### config.mk
export PLATFORM = sky130hd
export DESIGN_NAME = histogram_accumulator
export DESIGN_NICKNAME = d
export VERILOG_FILES = /design/src/rtl/histogram_accumulator.sv
export SDC_FILE = /design/constraint.sdc
export NUM_CORES = 1
export LEC_CHECK = 0
export ABC_CLOCK_PERIOD_IN_PS = 7900
export BUFFER_PORTS_ARGS = -buffer_cell sky130_fd_sc_hd__buf_2
export CAP_MARGIN = 20
export CORE_ASPECT_RATIO = 1.1
export CORE_MARGIN = 10
export CORE_UTILIZATION = 60
export DETAILED_ROUTE_END_ITERATION = 7
export GPL_TIMING_DRIVEN = 0
export PLACE_DENSITY = 0.94
export SLEW_MARGIN = 30
export SYNTH_ARGS = -nofsm -noshare
export SYNTH_HDL_FRONTEND = slang
export SYNTH_SLANG_ARGS = --single-unit
### constraint.sdc
create_clock -name iClk -period 7.9 [get_ports iClk]
set_input_delay 2.37 -clock iClk [delete_from_list [all_inputs] [get_ports iClk]]
set_output_delay 2.37 -clock iClk [all_outputs]
set_load 0.005 [all_outputs]
### src/rtl/histogram_accumulator.sv
// Builds a 256-bin intensity histogram of one frame in an external RAM:
// a clear pass, then a read-modify-write pipeline with write-data forwarding.
module histogram_accumulator #(
  parameter int word_size = 20
) (
  input  logic                 iClk,
  input  logic                 iRst_n,
  input  logic                 iStart,
  input  logic [7:0]           iPixel,
  input  logic                 iPixelValid,
  input  logic                 iFrameEnd,
  output logic [7:0]           oAddrRd,
  input  logic [word_size-1:0] iQRd,
  output logic [7:0]           oAddrWr,
  output logic [word_size-1:0] oDataWr,
  output logic                 oWE,
  output logic                 oBusy,
  output logic [word_size-1:0] oPixelCount,
  output logic                 oDone
);

  typedef enum logic [2:0] {IDLE, CLEAR, ACCUM, DRAIN, DONE} state_t;

  localparam logic [word_size-1:0] COUNT_MAX = '1;

  state_t               state;
  state_t               state_next;
  logic                 a_valid;
  logic                 prev_we;
  logic [7:0]           prev_addr;
  logic [word_size-1:0] prev_data;
  logic                 accept;
  logic [word_size-1:0] base;
  logic [word_size-1:0] incremented;

  // iStart overrides everything, so a pixel in the same cycle is never taken.
  assign accept = iPixelValid && (state == ACCUM) && !iStart;

  always_ff @(posedge iClk or negedge iRst_n) begin
    if (!iRst_n) begin
      state <= IDLE;
    end else begin
      state <= state_next;
    end
  end

  always_comb begin
    state_next = state;
    oBusy      = 1'b0;
    oDone      = 1'b0;
    case (state)
      IDLE: begin
        if (iStart) state_next = CLEAR;
      end
      CLEAR: begin
        oBusy = 1'b1;
        if (iStart)                  state_next = CLEAR;
        else if (oAddrWr == 8'hFF)   state_next = ACCUM;
      end
      ACCUM: begin
        oBusy = 1'b1;
        if (iStart)         state_next = CLEAR;
        else if (iFrameEnd) state_next = DRAIN;
      end
      DRAIN: begin
        oBusy = 1'b1;
        // Once stage A is empty, the last stage-B write lands on this edge.
        if (iStart)        state_next = CLEAR;
        else if (!a_valid) state_next = DONE;
      end
      DONE: begin
        oDone      = 1'b1;
        state_next = iStart ? CLEAR : IDLE;
      end
      default: state_next = IDLE;
    endcase
  end

  // Stage A: the registered read address doubles as the bin held in flight.
  always_ff @(posedge iClk or negedge iRst_n) begin
    if (!iRst_n) begin
      a_valid <= 1'b0;
      oAddrRd <= '0;
    end else begin
      a_valid <= accept;
      if (accept) oAddrRd <= iPixel;
    end
  end

  // RAM still returns stale data for the write landing now and the one before.
  always_comb begin
    if (oWE && (oAddrWr == oAddrRd))             base = oDataWr;
    else if (prev_we && (prev_addr == oAddrRd))  base = prev_data;
    else                                         base = iQRd;
    incremented = (base == COUNT_MAX) ? base : base + word_size'(1);
  end

  // Stage B write register, shared by the clear sweep and the accumulation.
  always_ff @(posedge iClk or negedge iRst_n) begin
    if (!iRst_n) begin
      oWE     <= 1'b0;
      oAddrWr <= '0;
      oDataWr <= '0;
    end else if (iStart) begin
      oWE     <= 1'b1;
      oAddrWr <= '0;
      oDataWr <= '0;
    end else if ((state == CLEAR) && (oAddrWr != 8'hFF)) begin
      oWE     <= 1'b1;
      oAddrWr <= oAddrWr + 8'd1;
      oDataWr <= '0;
    end else if (a_valid) begin
      oWE     <= 1'b1;
      oAddrWr <= oAddrRd;
      oDataWr <= incremented;
    end else begin
      oWE     <= 1'b0;
    end
  end

  always_ff @(posedge iClk or negedge iRst_n) begin
    if (!iRst_n) begin
      prev_we   <= 1'b0;
      prev_addr <= '0;
      prev_data <= '0;
    end else begin
      prev_we   <= oWE;
      prev_addr <= oAddrWr;
      prev_data <= oDataWr;
    end
  end

  always_ff @(posedge iClk or negedge iRst_n) begin
    if (!iRst_n) begin
      oPixelCount <= '0;
    end else if (iStart) begin
      oPixelCount <= '0;
    end else if (accept && (oPixelCount != COUNT_MAX)) begin
      oPixelCount <= oPixelCount + word_size'(1);
    end
  end

endmodule

### Word-level counts from Yosys, hierarchy flattened

Index checks and enable logic that the tools add are counted.

| operators by class | value |
|---|---|
| $add $sub $neg | 3 |
| equality and inequality tests | 14 |
| muxes and demuxes | 25 |
| reductions and logical operators | 12 |

Operator list:

| cell | number |
|---|---|
| $mux 20 | 8 |
| $add 20x1->20 const B | 2 |
| $mux 8 | 3 |
| $mux 3 | 7 |
| $eq 20x20->1 const B | 1 |
| $ne 20x20->1 const B | 1 |
| $eq 8x8->1 | 2 |
| $pmux 3 s5 | 1 |
| $ne 3x3->1 const B | 3 |
| $add 8x1->8 const B | 1 |
| $eq 8x8->1 const B | 1 |
| $ne 8x8->1 const B | 1 |
| $eq 3x2->1 const B | 2 |
| $logic_and 1x1->1 | 6 |
| $mux 1 | 6 |
| $reduce_and 4->1 | 1 |
| $eq 3x1->1 const B | 1 |
| $eq 3x3->1 const B | 1 |
| $logic_not 3->1 | 1 |
| $reduce_bool 3->1 | 1 |
| $reduce_or 3->1 | 1 |
| $ne 2x2->1 const B | 1 |
| $reduce_bool 2->1 | 1 |
| $logic_not 1->1 | 1 |

| word-level totals | value |
|---|---|
| register bits after elaboration | 90 |
| bits of input ports | 33 |
| output and inout port bits | 59 |
| logic and storage cells | 64 |

### Longest topological paths before layout

Gate-level depths: netlist of the first run.

| depth | value |
|---|---|
| depth in word-level cells | 9 |
| gate-level depth with buffers | 13 |
| depth with buffers taken out | 10 |

### Worst setup path after synthesis of the first run

Ideal clock, no wire load.

| path | value |
|---|---|
| kind | input port to flip-flop |
| start | input port iQRd[7] |
| end | register oDataWr[18] |
| setup time | 0.122 ns |
| arrival | 4.179 ns |
| data required time | 7.778 ns |
| path slack | 3.600 ns |
| cell stages on the path | 8 |
| path buffers | 1 |
| cell sequence | o31ai_1 a31oi_1 nand4_1 or3_1 buf_4 nand2b_4 or4_1 a32o_1 |

| on the way | value |
|---|---|
| cells in the longest elaborated chain, start to end | 7 |
| elaborated cells on any way between the ends | 8 |
| those cells by class | add/sub (1); eq/ne (1); mux (6) |

RTL lines:

| element | RTL line | source |
|---|---|---|
| from (decl) | 13 | `input logic [word_size-1:0] iQRd,` |
| $mux 20 * | 93 | `else if (prev_we && (prev_addr == oAddrRd)) base = prev_data;` |
| $mux 20 * | 92 | `if (oWE && (oAddrWr == oAddrRd)) base = oDataWr;` |
| $add 20x1->20 / $eq 20x20->1 (equally long branches) | 95 | `incremented = (base == COUNT_MAX) ? base : base + word_size'(1);` |
| $mux 20 * | 95 |  |
| $mux 20 * | 112 | `end else if (a_valid) begin` |
| $mux 20 * | 108 | `end else if ((state == CLEAR) && (oAddrWr != 8'hFF)) begin` |
| $mux 20 * | 104 | `end else if (iStart) begin` |
| to (signal assigned) | 115 | `oDataWr <= incremented;` |
| to (decl) | 15 | `output logic [word_size-1:0] oDataWr,` |

Every way passes the cells marked *; elsewhere a longest branch is shown, timed or not. The select of a mux whose other input is x is not followed.
A chain may end at the register's enable or synchronous reset.

### Final worst setup path of the first run

| path | value |
|---|---|
| start | input port iQRd[1] |
| end | register oDataWr[18] |

Same word-level chain as after synthesis.

==> results.ini, run 1 <==
[sta]
maxSlewViolCount = 0
fmax_mhz = 232
fin_setup_tns_ns = 0
hold-worst-slack_ns = 0.402
clock_skew_ns = 0.0100
maxSlewHeadroom_pct = 57.0
post-route-period-util_pct = 54.6
grt_setup_unrepaired = no
hold_viol = 0
fin_crit_ns = 4.32
setup_viol = 0
worst_pin_slew_ns = 0.642
worst_slack_ns = 3.58

[critical_path]
slowest_delay_ns = 0.56
worstSetupPathType = in2reg
crit_arrival_ns = 4.56
path_cells = buf_2, o31ai_1, a31oi_1, ha_1, inv_1, nor3b_2, nand2b_4, or4_1, a32o_1
critPathRequiredTime_ns = 8.14
worst_setup_path_start_kind = primary input
endpoint_kind = flip-flop
crit_fanout = 7
cpMaxStageDelayCell = nor3b_2
reg2reg_setup_slack_ns = 4.20

[routing]
wl_per_cell_um = 19.2
drtIter0Drc = 206
drc_errors = 0
num_vias = 4394
vias_per_cell = 6.15
drt_wl_total_um = 13700
antenna_left = 0
firstDrtPassIters = 5

[logic_synthesis]
ys_warn_count = 0
yosys.area.top_type_share_pct = 46.4
ys_ff_latch = 90
synth.most_common_cell = dfrtp_1
synth_cell_types = 58
yosysTopAreaCell = dfrtp_1
avgSynthCellArea_um2 = 9.70
synthArstFlopShare_pct = 100
syn_inst = 500
synth_edf_count = 0
yosysSeqAreaShare_pct = 46.4
ys.flop_type = dfrtp_1
synth_commonest_cells = dfrtp_1 (90), nand2_1 (64), nor2_1 (36)
netlist_area_um2 = 4850
synth.net_count = 536
ys_top_cells_by_area = dfrtp_1 (46%), nand2_1 (5.0%), xnor2_1 (4.5%)

[grt]
grt_pass1_wl_um = 22200
antenna_found_initial = 0
grt_pass1_vias = 4460
track_usage_pct = 22.2
grt_max_degree = 70
grt-ovfl-total = 0

[outcome]
run_status = complete, no violations

[floorplan]
dieArea_um2 = 12100
initial_core_util_pct = 61.3
ios = 92
die-width_um = 106
core_area_um2 = 7910
row_count = 34
die_y_um = 114

[clock_network]
cts_tree = done
cts_resized = 0
post_cts_buffers = 0
cts_made_buffers = 9
htree_levels = 3
clkSlewWorstSetupHoldPaths_ns = 0.08
clkLatencyLatePin_ns = 0.36
cts.hold.buffers_added = 0
ctsRootBufferMaster = clkbuf_8
cts.sinks = 90
cts.path.max_buffers = 2

[layout]
syn_to_final_growth_pct = 16.9
diodes = 0
instances_no_fill = 715
drive_gt1_share_pct = 25.0
final_nets = 639
final_util_pct = 71.6
final_cell_area_um2 = 5670

[pwr]
power_density_nw_per_um2 = 369
irDropWorstVdd_mv = 0.183
total_power_mw = 2.09
p_leak_nw = 2.58

[place]
preCtsSetupSlack_ns = 3.26
globalplace.congestion = 0.971
dpl_cell_area_um2 = 5480
dp_hpwl_um = 9790
placedCellCount = 700
portBuffers = 91

[hold_path]
hold_path.class = reg2reg

[flow_run]
drv_cap = 0

## worst paths after layout
check / from / depth (start not counted) / end
worst max-delay path: iQRd[1] / 9 / oDataWr[18]
worst min-delay path: oWE / 0 / prev_we
worst max register to register: oAddrWr[6] / 11 / oDataWr[18]
worst min register to register: oWE / 0 / prev_we
max in group asynchronous: iRst_n / 2 / oPixelCount[16]
min in group asynchronous: iRst_n / 1 / oAddrWr[4]
## cell type report
type,instances,area [µm²]
clock buffers,11,141
plain buffers,33,168
repair buffers,92,489
inverters,5,18.8
clock inverters,4,52.6
multi-input cells,372,2410
flip-flops and latches,90,2250
well taps,108,135
fillers,607,2240
## power breakdown
part | total (mW) | internal [mW] | switching [mW]
clock | 0.318 | 0.154 | 0.164
sequential | 0.570 | 0.504 | 0.0660
combinational | 1.21 | 0.411 | 0.794
total | 2.09 | 1.07 | 1.02
## registers in the layout, indices dropped and copies added, names as in the netlist
name	flops
oAddrWr	8
a_valid	1
oDataWr	20
state	3
oPixelCount	20
oAddrRd	8
prev_addr	8
oWE	1
prev_we	1
prev_data	20
## cell families (layout without fill, tap and decap cells)
logic type,Yosys count,after routing,synth area share [%]
muxes,8,8,1.73
AOI/OAI and AO/OA,103,103,15.9
xor gates and xnor gates,49,49,8.85
buffers and inverters,38,145,3.84
and+or+nand+nor,209,209,22.5
DFF,90,90,46.4
adders and majority gates,3,3,0.774
## placed cells by master (no fill, tap or decap), drive strengths merged, types with 3 or more instances in the layout
master,n
a211oi,5
a21oi,7
a31o,3
a31oi,23
and2,4
and3,10
buf,113
clkbuf,23
clkinv,4
dfrtp,90
ha,3
inv,4
mux2,3
mux2i,5
nand2,64
nand2b,4
nand3,10
nand4,30
nor2,37
nor3,7
nor3b,4
nor4,21
o2111ai,4
o211ai,3
o21ai,29
o31ai,20
or3,5
xnor2,25
xor2,24
## critical path, delay by kind of cell
kind                       cells  cell delay, ns
AOI/OAI and AO/OA              3            0.68
buffers and inverters          2            0.16
and+or+nand+nor                3            1.06
adders and majority gates      1            0.27
## routing by layer
| layer | track usage, % | part of all wire [%] | vias up |
|---|---|---|---|
| met5 | 0 | 0 | - |
| met4 | 6.41 | 1.5 | 0 |
| met3 | 6.42 | 9.6 | 27 |
| met2 | 37.7 | 50 | 230 |
| met1 | 26.7 | 39 | 2091 |
| li1 | - | - | 2046 |
(Power assumes the default switching activity.)
==> run 2, diff against run 1 <==
Settings changed: ABC_AREA from default to 1, ABC_CLOCK_PERIOD_IN_PS 7900 to 4100, CORE_UTILIZATION 60 to 57, PLACE_DENSITY 0.94 to 0.9.
Clock period 7.9 ns to 4.1 ns, I/O delays scaled along.
==> run 2 against run 1 <==
- clock power rose by 63%
- worst setup slack got worse by 2.9 ns
- die area rose by 14%
- core utilization fell by 5.2 points
- first-iteration DRC count rose by 78%
- sequential share of layout area fell by 3.3 points
- flip-flop and latch count did not move
- clock skew barely moved
- non-clock buffer count fell by 12
- sequential power rose by 110%
- design area rose by 9.1%
- combinational power fell by 9%
==> results.ini, run 2 <==
[place]
preCtsSetupSlack_ns = 0.716  ; -2.55 ns
placedCellCount = 990  ; +41%
portBuffers = 90  ; -1.1%
globalplace.congestion = 0.976  ; +0.45%
dp_hpwl_um = 11100  ; +13%
dpl_cell_area_um2 = 6030  ; +10%

[routing]
wl_per_cell_um = 14.6  ; -24%
num_vias = 5348  ; +22%
drt_wl_total_um = 14600  ; +6.7%
drc_errors = 0  ; unchanged
vias_per_cell = 5.33  ; -13%
firstDrtPassIters = 5  ; unchanged
antenna_left = 0  ; unchanged
drtIter0Drc = 366  ; +78%

[clock_network]
clkSlewWorstSetupHoldPaths_ns = 0.09  ; about the same
post_cts_buffers = 0  ; unchanged
cts_tree = done
clkLatencyLatePin_ns = 0.37  ; about the same
cts_made_buffers = 9  ; unchanged
cts.sinks = 90  ; unchanged
ctsRootBufferMaster = clkbuf_8
cts.hold.buffers_added = 0  ; unchanged
cts_resized = 0  ; unchanged
cts.path.max_buffers = 2  ; unchanged
htree_levels = 3  ; unchanged

[logic_synthesis]
synth_mux_area_share_pct = 0  ; -1.7 points
ys_top_cells_by_area = dfrtp_1 (42%), nand2_1 (18%), nand3_1 (8.1%)
yosysSeqAreaShare_pct = 41.7  ; -4.8 points
synth-simple-area-share_pct = 38.6  ; +16 points
synth.net_count = 818  ; +53%
synth_commonest_cells = nand2_1 (253), inv_1 (105), dfrtp_1 (90)
synth-compound-area-share_pct = 7.50  ; -8.4 points
synthXorXnorAreaFrac_pct = 1.30  ; -7.6 points
syn_inst = 782  ; +56%
synthArstFlopShare_pct = 100  ; unchanged
ys_warn_count = 0  ; unchanged
synth_cell_types = 40  ; -31%
ys_ff_latch = 90  ; unchanged
ys.flop_type = dfrtp_1
synthAdderAreaFrac_pct = 0.695  ; -0.079 points
netlist_area_um2 = 5400  ; +11%
yosys.area.top_type_share_pct = 41.7  ; -4.8 points
synth_top_family_by_area = simple AND/OR/NAND/NOR gates
yosysTopAreaCell = dfrtp_1
synth.most_common_cell = nand2_1
synth_edf_count = 0  ; unchanged
avgSynthCellArea_um2 = 6.91  ; -29%

[critical_path]
crit_fanout = 10  ; +3
crit_arrival_ns = 3.71  ; -0.85 ns
rr_startpoint = oAddrWr[2]
endpoint_kind = flip-flop
critPathRequiredTime_ns = 4.40  ; -3.74 ns
worst_setup_path_start_kind = flip-flop
r2r_cells = 15  ; +4
r2r_end = oDataWr[14]
worstSetupPathType = reg2reg
reg2reg_setup_slack_ns = 0.70  ; -3.50 ns

[hold_path]
holdPathStages = 0  ; unchanged
holdCritStartpoint = oDataWr[0]
hold_path.class = reg2reg
whs_endpoint = prev_data[0]

[grt]
grt_pass1_vias = 5097  ; +14%
grt_pass1_wl_um = 24500  ; +10%
antenna_found_initial = 0  ; unchanged
grt-ovfl-total = 0  ; unchanged
grt_max_degree = 68  ; -2.9%
track_usage_pct = 21.2  ; -0.95 points

[flow_run]
drv_cap = 0  ; unchanged

[layout]
top_regs = oDataWr (20), oPixelCount (20), prev_data (20)
instances_no_fill = 1004  ; +40%
mostFrequentLayoutCell = nand2_1
diodes = 0  ; unchanged
final_util_pct = 66.5  ; -5.2 points
syn_to_final_growth_pct = 14.4
final_nets = 920  ; +44%
final_cell_area_um2 = 6180  ; +9.1%
drive_gt1_share_pct = 17.4  ; -7.7 points
final_cell_mix = nand2_1 (253), inv_1 (105), buf_2 (97), dfrtp_1 (90), nand3_1 (87)

[floorplan]
core_area_um2 = 9310  ; +18%
die_y_um = 122  ; +6.8%
row_count = 37  ; +8.8%
initial_core_util_pct = 58.1  ; -3.2 points
ios = 92  ; unchanged
dieArea_um2 = 13800  ; +14%
die-width_um = 113  ; +6.7%

[sta]
maxSlewHeadroom_pct = 57.6  ; +0.54 points
maxSlewViolCount = 0  ; unchanged
fin_setup_tns_ns = 0  ; unchanged
grt_setup_unrepaired = no
fin_crit_ns = 3.40
worst_pin_slew_ns = 0.637  ; -0.00529 ns
hold-worst-slack_ns = 0.424  ; +0.0222 ns
fmax_mhz = 294
hold_viol = 0  ; unchanged
setup_viol = 0  ; unchanged
clock_skew_ns = 0.00992  ; -0.0000902 ns
post-route-period-util_pct = 83.0
worst_slack_ns = 0.695  ; -2.89 ns

[pwr]
p_sw_share_pct = 42.3  ; -6.6 points
total_power_mw = 2.79  ; +33%
clkPwrFrac_pct = 18.5  ; +3.3 points
power_density_nw_per_um2 = 452  ; +22%
pwr-share-seq_pct = 42.2  ; +15 points
irDropWorstVdd_mv = 0.397  ; +120%
p_comb_share_pct = 39.2  ; -18 points
p_leak_nw = 3.31  ; +29%
intPower_mw = 1.61  ; +51%
netSwitchingPower_mw = 1.18  ; +15%

[outcome]
run_status = complete, no violations

==> run 2: cell type report <==
class	instances	area, µm²
clock buffers	11	131
flip-flops and latches	90	2250
multi-input cells	556	2600
fillers	856	3120
repair buffers	91	484
well taps	117	146
inverters	114	428
clock inverters	3	18.8
plain buffers	22	123
==> run 2: power groups by stage <==
stage	sequential, mW	combinational (mW)	clock, mW
after floorplan	1.17	0.729	0
after global placement	1.19	1.05	0
after detailed placement	1.19	1.09	0
after CTS	1.18	1.10	0.523
after global routing	1.21	1.25	0.558
final	1.18	1.10	0.518
==> run 2: worst max path at each step <==
stage	startpoint	to	slack [ns]	depth (start not counted)
CTS	oAddrWr[2]	oDataWr[14]	0.68	15
floorplan	iStart	oPixelCount[13]	1.26	12
detailed placement	oAddrWr[2]	oDataWr[14]	0.72	15
finish	oAddrWr[2]	oDataWr[14]	0.70	15
global placement	oAddrRd[3]	oDataWr[14]	0.78	17
global route	oAddrRd[6]	oDataWr[14]	0.34	22
==> run 2: kinds of logic after synthesis <==
kind of cell,after synthesis
simple gates,473
buf+inv,136
flops,90
compound gates,72
xor+xnor,8
fa+ha+maj,3
==> run 2: layer usage <==
layer / vias to the layer above / wire, µm / global-route usage (%)
met5: - / 0 / 0
met4: 0 / 272 / 8.02
met3: 24 / 1080 / 5.16
met2: 171 / 7200 / 35.5
met1: 2466 / 6060 / 26.0
li1: 2687 / - / -
==> run 2: worst max-delay path: stages (launching register included) <==
cell	delay, ns
dfrtp_1	0.46
xor2_1	0.19
a21oi_1	0.21
nand3_2	0.23
clkbuf_1	0.36
o21ai_2	0.38
ha_1	0.28
nand2_1	0.07
nor2_1	0.23
nand2_2	0.16
nor2_4	0.20
nand3_4	0.17
buf_6	0.20
nand3_2	0.06
nand3_1	0.08
nand2_1	0.08
